**config.mk**
```make
export PLATFORM = sky130hd
export DESIGN_NAME = fetch_unit
export DESIGN_NICKNAME = d
export VERILOG_FILES = /design/src/rtl/fetch_unit.sv
export SDC_FILE = /design/constraint.sdc
export NUM_CORES = 1
export LEC_CHECK = 0
export CORE_UTILIZATION = 47
export DETAILED_ROUTE_END_ITERATION = 10
export PLACE_DENSITY = 0.73
export SETUP_SLACK_MARGIN = 0.5
export SLEW_MARGIN = 25
export SYNTH_ARGS = -nofsm -noshare
export SYNTH_HDL_FRONTEND = slang
export SYNTH_SLANG_ARGS = --single-unit
```
**constraint.sdc**
```tcl
create_clock -name clk -period 3.8 [get_ports clk]
set_input_delay 0.38 -clock clk [delete_from_list [all_inputs] [get_ports clk]]
set_output_delay 0.38 -clock clk [all_outputs]
set_load 0.1 [all_outputs]
```
**src/rtl/fetch_unit.sv**
```systemverilog
// fetch_unit: instruction fetch front-end.
// Issues in-order word fetches to a variable-latency instruction memory and
// buffers the returned words, each tagged with its PC, in a DEPTH-entry queue.
// Decode drains the queue over instr_valid/instr_ready. A redirect flushes the
// queue, marks every in-flight request as stale and restarts fetch at the target.
//
// Ports:
//   clk, rst                        clock, synchronous active-high reset
//   imem_req_valid/ready, imem_addr request channel to instruction memory
//   imem_rsp_valid, imem_rsp_data   in-order responses, latency >= 1
//   redirect, redirect_pc           flush and restart (pc[1:0] ignored)
//   instr_valid/ready, instr,       queue head presented to decode
//   instr_pc
module fetch_unit #(
  parameter int           N        = 32,
  parameter logic [N-1:0] RESET_PC = '0,
  parameter int           DEPTH    = 2
) (
  input  logic         clk,
  input  logic         rst,
  output logic         imem_req_valid,
  input  logic         imem_req_ready,
  output logic [N-1:0] imem_addr,
  input  logic         imem_rsp_valid,
  input  logic [N-1:0] imem_rsp_data,
  input  logic         redirect,
  input  logic [N-1:0] redirect_pc,
  output logic         instr_valid,
  input  logic         instr_ready,
  output logic [N-1:0] instr,
  output logic [N-1:0] instr_pc
);

  localparam int             PW         = $clog2(DEPTH);
  localparam int             CW         = $clog2(DEPTH + 1);
  localparam logic [CW-1:0]  ONE_C      = CW'(1);
  localparam logic [PW-1:0]  ONE_P      = PW'(1);
  localparam logic [CW:0]    DEPTH_C    = (CW + 1)'(DEPTH);
  localparam logic [N-1:0]   PC_STEP    = N'(4);
  localparam logic [N-1:0]   RESET_PC_A = RESET_PC & ~N'(3);

  function automatic logic [N-1:0] align_word(input logic [N-1:0] a);
    return a & ~N'(3);
  endfunction

  logic [N-1:0]  fetch_pc_q, fetch_pc_d;
  logic [N-1:0]  rsp_pc_q,   rsp_pc_d;
  logic [CW-1:0] outst_q,    outst_d;
  logic [CW-1:0] drop_q,     drop_d;
  logic [CW-1:0] count_q,    count_d;
  logic [PW-1:0] rd_q,       rd_d;
  logic [PW-1:0] wr_q,       wr_d;
  logic [N-1:0]  buf_instr_q [DEPTH];
  logic [N-1:0]  buf_pc_q    [DEPTH];

  logic [CW:0]   inflight;
  logic          req_acc;
  logic          rsp_live;
  logic          push;
  logic          pop;

  // Credits cover both in-flight requests and buffered words, so the queue
  // can never overflow whatever the memory latency.
  assign inflight       = {1'b0, outst_q} + {1'b0, count_q};
  assign imem_req_valid = !rst && !redirect && (inflight < DEPTH_C);
  assign imem_addr      = fetch_pc_q;
  assign req_acc        = imem_req_valid && imem_req_ready;

  // Responses with nothing outstanding (e.g. left over from before a reset)
  // are ignored entirely.
  assign rsp_live = imem_rsp_valid && (outst_q != '0);
  assign push     = rsp_live && (drop_q == '0) && !redirect;

  assign instr_valid = !rst && (count_q != '0);
  assign pop         = instr_valid && instr_ready;
  assign instr       = buf_instr_q[rd_q];
  assign instr_pc    = buf_pc_q[rd_q];

  always_comb begin
    fetch_pc_d = fetch_pc_q;
    rsp_pc_d   = rsp_pc_q;
    outst_d    = outst_q;
    drop_d     = drop_q;
    count_d    = count_q;
    rd_d       = rd_q;
    wr_d       = wr_q;
    if (redirect) begin
      fetch_pc_d = align_word(redirect_pc);
      rsp_pc_d   = align_word(redirect_pc);
      rd_d       = '0;
      wr_d       = '0;
      count_d    = '0;
      // Everything still in flight after this cycle's response is stale.
      outst_d    = outst_q - (rsp_live ? ONE_C : '0);
      drop_d     = outst_q - (rsp_live ? ONE_C : '0);
    end else begin
      if (req_acc) begin
        fetch_pc_d = fetch_pc_q + PC_STEP;
      end
      outst_d = outst_q + (req_acc ? ONE_C : '0) - (rsp_live ? ONE_C : '0);
      if (rsp_live && (drop_q != '0)) begin
        drop_d = drop_q - ONE_C;
      end
      if (push) begin
        wr_d     = wr_q + ONE_P;
        rsp_pc_d = rsp_pc_q + PC_STEP;
      end
      if (pop) begin
        rd_d = rd_q + ONE_P;
      end
      count_d = count_q + (push ? ONE_C : '0) - (pop ? ONE_C : '0);
    end
  end

  always_ff @(posedge clk) begin
    if (rst) begin
      fetch_pc_q <= RESET_PC_A;
      rsp_pc_q   <= RESET_PC_A;
      outst_q    <= '0;
      drop_q     <= '0;
      count_q    <= '0;
      rd_q       <= '0;
      wr_q       <= '0;
    end else begin
      fetch_pc_q <= fetch_pc_d;
      rsp_pc_q   <= rsp_pc_d;
      outst_q    <= outst_d;
      drop_q     <= drop_d;
      count_q    <= count_d;
      rd_q       <= rd_d;
      wr_q       <= wr_d;
    end
  end

  // Queue storage carries data only; validity lives in count_q.
  always_ff @(posedge clk) begin
    if (push) begin
      buf_instr_q[wr_q] <= imem_rsp_data;
      buf_pc_q[wr_q]    <= rsp_pc_q;
    end
  end

endmodule
```
==> metrics.txt <==
failing checks DRC; PwrDens 493 nW/µm²; maximum vdd drop 362 µV; Gate Count Post-Synth 735; grt ovf 0; Cell Area, Synth 8800 µm²; 1st-pass router iterations 8; Setup crit end kind primary output; final worst slack 0.729 ns; synthesized flop and latch total 193; Tmin final 3.07 ns; Total Routing Usage GR 22.2%; M3 GR Usage 4.94%; Avg Cell Area, Syn 12.0 µm²; Least-Margin Pin Slew 0.990 ns; CTS tree built; first-pass GRT wire length 33,300 µm; detailed-route DRC error count 16; vias in the first global route 6,282; clock-pin slew on the worst setup and hold paths 0.07 ns; clk buf depth 2; Cell Count Post-Placement 1,103; Die W 139 µm; Nets 972; Inserted Diodes 0; Final period util 80.8%; via count 6,668; largest area contributor in the netlist edfxtp_1; number of distinct library cells after synthesis 79; met2 usage 33.8%; H-tree levels 4; DP Worst Slack 0.649 ns; port bufs 161; sequential element share of the synthesized area 58.0%; leakage power 3.82 nW; initial antenna violation count 0; GRT busiest layer met2; CTS buffer count 17; pin count of the biggest net entering global routing 71; Setup Skew 0.0104 ns; dominant synthesized flop cell edfxtp_1; per-cell routed wire length 18.6 µm; GPL Wtd Cong 0.876; maximum clock frequency 326 MHz; top-area cell type share of the netlist area 42.3%; final hold vios 0; Core ar. 18,100 µm²; Post-Route WL 21,100 µm; row count 49; Async SR Flop Fraction 0%; RSZ-0062 raised after global routing false; DRT iter0 DRCs 571; Root Buffer clkbuf_16; Die Ht 139 µm; # IOs 168; top cells by area, synth edfxtp_1, dfxtp_1, mux2_2, nand3_1, xnor2_1; status complete, but fails checks; CP Launch Type flop; antenna-violating nets left 0; number of vias per cell 5.87; Setup violations, final 0; setup tns final 0 ns; Layout Cells excl Fill 1,135; Clock Latency Late Sink 0.43 ns; met1 usage 31.0%; layout cells sized above 1 17.0%; die area 19,300 µm²; number of flops mapped to enable cells by yosys 124; Final Max Tran Viols 0; DP HPWL 14,500 µm; required time of the critical path 3.42 ns; clk sink count 193; area grow syn2layout 27.8%; CP Class reg -> out; Max Cap Viol 0; Hold Crit Class in -> reg; Arr. time, crit path 2.69 ns; Rel. slew slack 33.8%; Crit Path Max Fanout 27; Starting Density 48.5%; Post-CTS Setup Repair Bufs 0; Synth Warn # 0
[Yosys cell counts, types with 3 or more instances]
cell	n
and4_1	12
nand4_1	18
o211ai_1	4
a21boi_0	12
nor3_1	15
a311oi_1	7
o31ai_1	3
or4_1	7
dfxtp_1	69
nand3_1	34
nand2_1	43
xor2_1	3
buf_2	4
inv_1	33
buf_1	4
a2111oi_0	4
or3_1	5
buf_4	4
mux2_2	63
and3_1	11
o21ai_0	11
o311ai_0	4
nor4_1	23
o311a_1	3
a31oi_1	10
ha_1	8
clkbuf_1	22
edfxtp_1	124
a21oi_1	26
xnor2_1	19
and2_1	6
o41ai_1	4
o31a_1	9
a211oi_1	15
o21bai_1	5
buf_6	3
nor2_1	35
nor3b_1	3
nor2b_1	3
[path summary, 6_finish.rpt]
check | start | endpoint | slack [ns] | cells after the start
worst max-delay path | flop | instr[26] | 0.73 | 3
worst min-delay path | rst | imem_addr[22] | 0.35 | 2
worst max register to register | outst_q[1] | outst_q[1] | 0.78 | 11
worst min register to register | rsp_pc_q[31] | buf_pc_q[0][31] | 0.51 | 0
[what timing repair did]
item                       in CTS  in global routing
gates resized for setup         0                  2
setup endpoints to repair       0                  1
hold buffers                    0                  0
[state kept, by name, summed over array words and instances, names as in the netlist, named ones only]
| register | flops |
|---|---|
| buf_instr_q | 64 |
| buf_pc_q | 60 |
| count_q | 2 |
| drop_q | 2 |
| imem_addr | 30 |
| outst_q | 2 |
| rd_q | 1 |
| rsp_pc_q | 30 |
| wr_q | 1 |
[per-layer routing]
metal | share of wire (%) | up-vias
li1 | - | 3149
met1 | 44 | 3201
met2 | 46 | 289
met3 | 8.4 | 29
met4 | 2.1 | 0
met5 | 0 | -
[layout make-up]
type	instances	area, µm²
clock buffers	18	429
clock inverters	14	199
fillers	1443	6910
inverters	34	128
multi-input cells	471	3390
flip-flops and latches	193	5110
well taps	229	287
repair buffers	176	1710
[stage by stage]
stage	hold WS, ns	total power, W	cell area (µm²)	utilization (%)
after floorplan	0.448	0.00335	8810	-
after detailed placement	0.489	0.00368	10600	58.5
after global routing	0.352	0.00573	11200	61.9
after CTS	0.333	0.00557	11200	61.9
after global placement	0.480	0.00367	10600	58.5
final	0.347	0.00555	11200	61.9
[layout by cell type, fill, tap and decap left out, types with 5 or more instances in the layout]
cell type	instances
clkdlybuf4s50_1	136
edfxtp_1	124
dfxtp_1	67
mux2_2	63
nand2_1	43
nor2_1	34
nand3_1	34
buf_4	34
inv_1	33
a21oi_1	26
nor4_1	23
xnor2_1	19
nand4_1	18
clkbuf_16	17
a211oi_1	15
nor3_1	14
and4_1	12
a21boi_0	12
o21ai_0	11
and3_1	10
a31oi_1	10
o31a_1	9
ha_1	8
or4_1	7
a311oi_1	7
and2_1	6
or3_1	5
o21bai_1	5
[power breakdown]
group	switching (W)	internal, W	leakage, nW	total [W]
registers	0.000111	0.00236	1.70	0.00247
clock network	0.000790	0.00111	0.301	0.00190
logic	0.000834	0.000339	1.82	0.00117
total	0.00173	0.00381	3.82	0.00555
[cells by family (layout without fill, tap and decap cells)]
kind of cell	Yosys count	in the layout	share of synthesized area, %
xor+xnor	22	22	2.19
fa+ha+maj	9	9	1.37
buf+inv	74	242	3.81
other cells	1	4	0.0426
compound gates	138	138	11.4
simple gates	235	235	15.1
mux	63	63	8.07
flops	193	193	58.0
[worst max-delay path: stages (launching register included)]
cell and delay, ns:
dfxtp_2 0.64, buf_12 0.26, mux2_2 0.36, clkdlybuf4s50_1 0.98
Note: power is estimated with default switching activity, not from simulation.
